$ cat src/rtl/piso_pkg.sv
// Shared types and constants for the PISO serializer.
// PISO_PARITY_EN (optional) adds a trailing even-parity bit to every frame.
package piso_pkg;
    typedef enum logic [1:0] {IDLE, SHIFT, PAR} piso_state_t;
    localparam int PISO_DEFAULT_WIDTH = 4;
endpackage

$ cat src/rtl/piso_hold_buf.sv
// One-entry holding buffer between the upstream handshake and the shifter.
// A write on the same edge as a read wins, so the buffer stays full with the new word.
module piso_hold_buf
    import piso_pkg::*;
#(
    parameter int WIDTH = PISO_DEFAULT_WIDTH
) (
    input  logic             clk,
    input  logic             rst,
    input  logic             wr_en_i,
    input  logic             rd_en_i,
    input  logic [WIDTH-1:0] data_i,
    output logic [WIDTH-1:0] data_o,
    output logic             full_o
);
    logic [WIDTH-1:0] data_q;
    logic             full_q;

    always_ff @(posedge clk or negedge rst) begin
        if (!rst) begin
            data_q <= '0;
            full_q <= 1'b0;
        end else begin
            if (wr_en_i) begin
                data_q <= data_i;
                full_q <= 1'b1;
            end else if (rd_en_i) begin
                full_q <= 1'b0;
            end
        end
    end

    assign data_o = data_q;
    assign full_o = full_q;
endmodule

$ cat src/rtl/piso_serializer.sv
// Parallel-in/serial-out serializer with one-entry buffer and frame marker.
// Define PISO_PARITY_EN to append an even-parity bit (PAR state) to every frame.
module piso_serializer
    import piso_pkg::*;
#(
    parameter int WIDTH     = PISO_DEFAULT_WIDTH,
    parameter bit MSB_FIRST = 1'b1
) (
    input  logic             clk,
    input  logic             rst,
    input  logic [WIDTH-1:0] din,
    input  logic             din_valid,
    output logic             din_ready,
    output logic             sout,
    output logic             sout_valid,
    output logic             frame_start,
    output logic             busy
);
    localparam int             CW   = $clog2(WIDTH);
    localparam logic [CW-1:0]  LAST = CW'(WIDTH - 1);

    piso_state_t      state_q;
    logic [WIDTH-1:0] shreg_q;
    logic [CW-1:0]    bit_cnt_q;
    logic             sout_q, sout_valid_q, frame_start_q;
    logic             hold_full, load, accept;
    logic [WIDTH-1:0] hold_data;
`ifdef PISO_PARITY_EN
    logic             par_q;
`endif

    function automatic logic head(input logic [WIDTH-1:0] w);
        return MSB_FIRST ? w[WIDTH-1] : w[0];
    endfunction

    // Remaining bits after the head has been sent; zeros shift in behind.
    function automatic logic [WIDTH-1:0] rest(input logic [WIDTH-1:0] w);
        return MSB_FIRST ? (w << 1) : (w >> 1);
    endfunction

    assign accept = din_valid && !hold_full;
`ifdef PISO_PARITY_EN
    assign load = hold_full && (state_q == IDLE || state_q == PAR);
`else
    assign load = hold_full && (state_q == IDLE ||
                                (state_q == SHIFT && bit_cnt_q == LAST));
`endif

    piso_hold_buf #(.WIDTH(WIDTH)) u_hold (
        .clk     (clk),
        .rst     (rst),
        .wr_en_i (accept),
        .rd_en_i (load),
        .data_i  (din),
        .data_o  (hold_data),
        .full_o  (hold_full)
    );

    always_ff @(posedge clk or negedge rst) begin
        if (!rst) begin
            state_q       <= IDLE;
            shreg_q       <= '0;
            bit_cnt_q     <= '0;
            sout_q        <= 1'b0;
            sout_valid_q  <= 1'b0;
            frame_start_q <= 1'b0;
`ifdef PISO_PARITY_EN
            par_q         <= 1'b0;
`endif
        end else begin
            frame_start_q <= 1'b0;
            if (load) begin
                state_q       <= SHIFT;
                shreg_q       <= rest(hold_data);
                bit_cnt_q     <= '0;
                sout_q        <= head(hold_data);
                sout_valid_q  <= 1'b1;
                frame_start_q <= 1'b1;
`ifdef PISO_PARITY_EN
                par_q         <= ^hold_data;
`endif
            end else begin
                case (state_q)
                    SHIFT: begin
                        if (bit_cnt_q == LAST) begin
`ifdef PISO_PARITY_EN
                            state_q <= PAR;
                            sout_q  <= par_q;
`else
                            state_q      <= IDLE;
                            sout_q       <= 1'b0;
                            sout_valid_q <= 1'b0;
`endif
                        end else begin
                            sout_q    <= head(shreg_q);
                            shreg_q   <= rest(shreg_q);
                            bit_cnt_q <= bit_cnt_q + CW'(1);
                        end
                    end
                    // IDLE with nothing buffered, or PAR finished with no reload
                    default: begin
                        state_q      <= IDLE;
                        sout_q       <= 1'b0;
                        sout_valid_q <= 1'b0;
                    end
                endcase
            end
        end
    end

    assign din_ready   = !hold_full;
    assign sout        = sout_q;
    assign sout_valid  = sout_valid_q;
    assign frame_start = frame_start_q;
    assign busy        = (state_q != IDLE) || hold_full;
endmodule

$ cat config.mk
export PLATFORM = sky130hd
export DESIGN_NAME = piso_serializer
export DESIGN_NICKNAME = d
export VERILOG_FILES = /design/src/rtl/piso_pkg.sv /design/src/rtl/piso_hold_buf.sv /design/src/rtl/piso_serializer.sv
export SDC_FILE = /design/constraint.sdc
export NUM_CORES = 1
export LEC_CHECK = 0
export BUFFER_PORTS_ARGS = -buffer_cell sky130_fd_sc_hd__buf_4
export CELL_PAD_IN_SITES_DETAIL_PLACEMENT = 1
export CELL_PAD_IN_SITES_GLOBAL_PLACEMENT = 2
export CORE_MARGIN = 1
export CORE_UTILIZATION = 30
export CTS_BUF_LIST = sky130_fd_sc_hd__clkbuf_16
export CTS_CLUSTER_DIAMETER = 100
export CTS_CLUSTER_SIZE = 28
export DETAILED_ROUTE_END_ITERATION = 16
export PLACE_DENSITY = 0.74
export SKIP_LAST_GASP = 1
export SLEW_MARGIN = 30
export SYNTH_ARGS = -nofsm -noshare
export SYNTH_HDL_FRONTEND = slang
export SYNTH_HIERARCHICAL = 1
export SYNTH_SLANG_ARGS = --single-unit
export TNS_END_PERCENT = 50
$ cat constraint.sdc
create_clock -name clk -period 1.8 [get_ports clk]
set_clock_uncertainty 0.2 [all_clocks]
set_input_delay 0.09 -clock clk [delete_from_list [all_inputs] [get_ports clk]]
set_output_delay 0.09 -clock clk [all_outputs]
set_load 0.1 [all_outputs]
==> results of run 1 <==
cells by family after synthesis:
kind of cell / synth area share [%]
buffers and inverters: 5.72
and+or+nand+nor: 11.7
muxes: 14.6
AOI/OAI and AO/OA: 6.18
adders and majority gates: 2.29
DFF: 59.5
per-stage QoR:
step	util (%)	setup WS [ps]	cells	hold WS (ps)	area [µm²]
floorplan	-	21.9	44	-406	547
global placement	38.2	361	79	-256	652
detailed placement	38.2	301	79	-255	652
CTS	45.7	217	88	41.0	781
global route	45.7	171	88	53.1	781
finish	45.7	219	88	40.1	781
critical path, delay by kind of cell (launching register included):
| kind | cells | cell delay [ps] |
|---|---|---|
| buffers and inverters | 1 | 230 |
| flip-flops | 1 | 480 |
| AND/OR/NAND/NOR | 1 | 330 |
Yosys cell counts:
| master | instances |
|---|---|
| nand3_1 | 3 |
| nor2_1 | 2 |
| a21o_2 | 1 |
| mux2_2 | 4 |
| or2_2 | 1 |
| mux2i_1 | 2 |
| dfrtp_1 | 13 |
| nand2_1 | 1 |
| buf_6 | 1 |
| and2_2 | 1 |
| inv_1 | 4 |
| ha_1 | 1 |
| a21oi_1 | 2 |
| and2_4 | 1 |
| o21ai_0 | 3 |
| and2b_2 | 1 |
| nand2b_1 | 1 |
| mux2_4 | 1 |
| buf_2 | 1 |
area by class of cell:
cell class	count	area [µm²]	area share, %
clock buffers	3	75.1	9.62
clock inverters	1	3.75	0.481
inverters	4	15.0	1.92
multi-input cells	25	190	24.4
repair buffers	17	140	17.9
well taps	25	31.3	4.01
flip-flops and latches	13	325	41.7
layer usage:
metal | wire length [µm] | vias up
met1 | 423 | 193
met2 | 613 | 12
met5 | 0 | -
met3 | 61 | 5
li1 | - | 183
met4 | 31 | 0
worst max-delay path by stage:
stage / start / endpoint / cells after the start
detailed placement: bit_cnt_q[0] / bit_cnt_q[0] / 5
finish: u_hold/full_o / busy / 2
CTS: u_hold/full_o / busy / 2
global placement: u_hold/full_o / u_hold/data_o[3] / 2
floorplan: sout_valid / busy / 1
global route: u_hold/full_o / busy / 2
sequential cells by signal, indices dropped and copies added, names as in the netlist:
name,flops
u_hold/full_o,1
shreg_q,3
sout,1
frame_start,1
bit_cnt_q,2
u_hold/data_o,4
sout_valid,1
==> results.txt, run 1 <==
Post-CTS Resized: 0
post-synth top area share: 59.5%
port bufs: 11
root buffer cell: clkbuf_16
Syn Area/Cell: 12.4 µm²
R2R depth: 5
max cap viols: 0
final net count: 72
Die ar.: 2000 µm²
critical path cell sequence: or2_2 -> buf_4
gr ovfl total: 0
final setup fails: 0
Global Route met3 Usage: 6.00%
CTS max path bufs: 2
Die X: 44.7 µm
share of layout cells above drive strength 1: 39.7%
total CTS buffers: 3
CP endpoint kind: output pin
Yosys reg bits: 13
# Post-CTS Setup Buffers: 0
CTS Hold Buffers Added: 5
DRC: 0
relative slew slack: 79.0%
unrepaired setup endpoints after global routing: false
worst path required time: 1510 ps
worst reg2reg setup slack: 290 ps
# fillers: 187
crit path max fanout: 9
fin. max-slew vios: 0
initial antenna violation count: 0
total track usage: 13.7%
Mapped Nets: 52
HPWL Detailed: 734 µm
Area contributors post-synth: dfrtp_1 (59%), mux2_2 (8.2%), mux2i_1 (3.7%), nand3_1 (2.7%), o21ai_0 (2.7%)
via/cell ratio: 4.47
largest net degree at the start of global routing: 14
Final ANT Viol Nets: 0
Syn Inst Count: 44
met1 usage: 13.8%
startpoint types: flop
FF-to-FF End: shreg_q[2]
most frequent cells in the layout: dfrtp_1 (13), buf_4 (12), inv_1 (5), dlygate4sd3_1 (5), mux2_2 (4)
most common library cell in the layout ignoring fill and taps: dfrtp_1
number of global-route vias before repair: 389
Setup CP Type: flop to output pin
Tcrit/Tclk final: 87.8%
die height: 44.7 µm
GRT Max-Usage Layer: met2
CP max stage cell: dfrtp_1
CTS tree: built
min cycle time layout: 1580 ps
final WL: 1130 µm
CTS H-Tree Depth: 1
Pre-antenna DRT Iters: 1
largest area contributor in the netlist: dfrtp_1
IO Pins: 12
area delta synth->final: 42.8%
Worst-Skew Late Latency: 240 ps
crit path DAT: 1290 ps
reg2reg start: bit_cnt_q[0]
ANT cells: 0
Worst-path clk slew: 40 ps
Cell Area, Synth: 547 µm²
met2 track utilization from global routing: 22.1%
DR vias: 393
core area: 1710 µm²
CP max stage delay: 480 ps
TNS Setup: 0 ps
Final Hold Fails: 0
YS warnings: 6
WL per Instance: 12.9 µm
global-route wire length before repair: 1730 µm
measured slew at the worst slew-check pin: 315 ps
status: finished, final reports clean
CTS Sinks: 13
HP Class: primary input to async pin
fmax: 633 MHz
Yosys cell types: 19
Initial Utilization: 32.0%
sequential share of the synthesized area: 59.5%
Final GP Congestion: 0.647
Core Rows: 15
Iteration-0 DRC Markers: 0
Power of run 1 is not shown: default switching activity piles up to over one toggle a cycle in this logic, so the estimate is an artifact.
==> run 2: changes to the inputs <==
--- a/config.mk
+++ b/config.mk
@@ -8,6 +8,7 @@
 export BUFFER_PORTS_ARGS = -buffer_cell sky130_fd_sc_hd__buf_4
 export CELL_PAD_IN_SITES_DETAIL_PLACEMENT = 1
 export CELL_PAD_IN_SITES_GLOBAL_PLACEMENT = 2
+export CORE_ASPECT_RATIO = 1.2
 export CORE_MARGIN = 1
 export CORE_UTILIZATION = 30
 export CTS_BUF_LIST = sky130_fd_sc_hd__clkbuf_16
==> run 2 against run 1 <==
Compared with the run above:
- hold slack worse by 12 ps
- cell count is 6.8% lower
- critical endpoint unchanged
- register-to-register slack improved by 90 ps
- worst setup slack got worse by 57 ps
- wire length down 9.2%
- critical path type unchanged
- via count shrank 2.5%
- clock-buffer cell count is the same
- non-clock buffer count rose by 1
==> results.txt, run 2 (synthesis gave the netlist of run 1 again) <==
status: finished, final reports clean (unchanged)
via/cell ratio: 4.67 (was 4.47)
die height: 48.8 µm (was 44.7 µm)
Worst-Skew Late Latency: 240 ps (about the same)
met3 wire length: 51 µm (was 61 µm)
startpoint types: flop (unchanged)
# fillers: 179 (was 187)
core area: 1660 µm² (was 1710 µm²)
initial antenna violation count: 0 (unchanged)
crit path max fanout: 6 (was 9)
worst path required time: 1510 ps (about the same)
number of global-route vias before repair: 400 (was 389)
Worst-path clk slew: 40 ps (about the same)
relative slew slack: 81.6% (was 79.0%)
gr ovfl total: 0 (unchanged)
Die ar.: 2000 µm² (about the same)
CP endpoint kind: output pin (unchanged)
root buffer cell: clkbuf_16 (unchanged)
Inst Count DP: 73 (was 79)
Core Rows: 16 (was 15)
TNS Setup: 0 ps (unchanged)
WL per Instance: 12.5 µm (was 12.9 µm)
max FFs per register: 4 (unchanged)
Setup CP Type: flop to output pin (unchanged)
final WL: 1030 µm (was 1130 µm)
unrepaired setup endpoints after global routing: false (unchanged)
min cycle time layout: 1640 ps (was 1580 ps)
Final GP Congestion: 0.701 (was 0.647)
Buf/Inv on CP: 2 (was 1)
Die X: 41.0 µm (was 44.7 µm)
final setup fails: 0 (unchanged)
final net count: 73 (was 72)
critical path cell sequence: buf_4 -> or2_2 -> buf_4 (was or2_2 -> buf_4)
Pre-antenna DRT Iters: 3 (was 1)
Final Hold Fails: 0 (unchanged)
max cap viols: 0 (unchanged)
DR vias: 383 (was 393)
HP Class: primary input to async pin (unchanged)
share of layout cells above drive strength 1: 40.6% (was 39.7%)
fin. max-slew vios: 0 (unchanged)
HPWL Detailed: 685 µm (was 734 µm)
Post-CTS Resized: 0 (unchanged)
port bufs: 11 (unchanged)
CP max stage cell: dfrtp_1 (unchanged)
total track usage: 13.4% (was 13.7%)
crit path DAT: 1350 ps (was 1290 ps)
CTS max path bufs: 2 (unchanged)
CTS tree: built (unchanged)
area delta synth->final: 42.6% (was 42.8%)
Iteration-0 DRC Markers: 3 (was 0)
largest net degree at the start of global routing: 14 (unchanged)
ANT cells: 0 (unchanged)
IO Pins: 12 (unchanged)
# Post-CTS Setup Buffers: 0 (unchanged)
Reg area: 325 µm² (unchanged)
CP max stage delay: 410 ps (was 480 ps)
most frequent cells in the layout: dfrtp_1 (13), buf_4 (13), inv_1 (5), dlygate4sd3_1 (5), mux2_2 (4) (was dfrtp_1 (13), buf_4 (12), inv_1 (5), dlygate4sd3_1 (5), mux2_2 (4))
hold_ws: 28.5 ps (was 40.1 ps)
CTS H-Tree Depth: 1 (unchanged)
met2 WL post-DR: 520 µm (was 613 µm)
Tcrit/Tclk final: 91.0% (was 87.8%)
CTS Sinks: 13 (unchanged)
CP dominant cell by count: buf_4
fmax: 611 MHz (was 633 MHz)
multi-input logic area: 190 µm² (unchanged)
total CTS buffers: 3 (unchanged)
Final ANT Viol Nets: 0 (unchanged)
DRC: 0 (unchanged)
Initial Utilization: 32.9% (was 32.0%)
Worst path top cell family by delay: buffers and inverters (was flip-flops)
metal1 wirelength: 442 µm (was 423 µm)
global-route wire length before repair: 1730 µm (about the same)
highest routed layer: met4 (unchanged)
measured slew at the worst slew-check pin: 278 ps (was 315 ps)
post-route insts no fill: 82 (was 88)
## run 2: cell type report
type | instances | share of cell area, %
Clock buffer | 3 | 9.63
Clock inverter | 1 | 0.482
Inverter | 4 | 1.93
Multi-Input combinational cell | 25 | 24.4
Sequential cell | 13 | 41.7
Tap cell | 18 | 2.89
Timing Repair Buffer | 18 | 18.9
## run 2: worst reg2reg max path, stage by stage (launching register included)
cell      delay, ps
dfrtp_1         390
ha_1            190
nand2b_1        170
buf_4           180
nand3_1          80
o21ai_0          90
## run 2: path summary, 6_finish.rpt
| path | start | to | slack, ps | depth (start not counted) |
|---|---|---|---|---|
| min in group clk | din_valid | u_hold/full_o | 70 | 3 |
| hold / removal | rst | sout_valid | 30 | 2 |
| setup reg to reg | bit_cnt_q[0] | bit_cnt_q[0] | 380 | 5 |
| max in group asynchronous | rst | u_hold/data_o[1] | 1210 | 2 |
| setup / recovery | u_hold/full_o | busy | 160 | 3 |
| hold reg to reg | u_hold/data_o[0] | u_hold/data_o[0] | 310 | 1 |
## run 2: timing repair
item                                    4_1_cts  5_1_grt
endpoints found under the setup margin        0        0
endpoints found under the hold margin        17        0
hold buffers                                  5        0
## run 2: metal layers
layer	global-route usage (%)	vias to the layer above
li1	-	186
met4	6.67	0
met3	6.88	2
met1	16.3	183
met2	18.8	12
met5	0	-
## run 2: metrics by stage
step / utilization (%) / cell area (µm²) / setup WS, ps
2_1_floorplan: - / 547 / 21.9
3_3_place_gp: 39.2 / 651 / 403
3_5_place_dp: 39.2 / 651 / 378
4_1_cts: 46.9 / 779 / 149
5_1_grt: 46.9 / 779 / 109
6_report: 46.9 / 779 / 162
Power of run 2 is left out for the same reason.
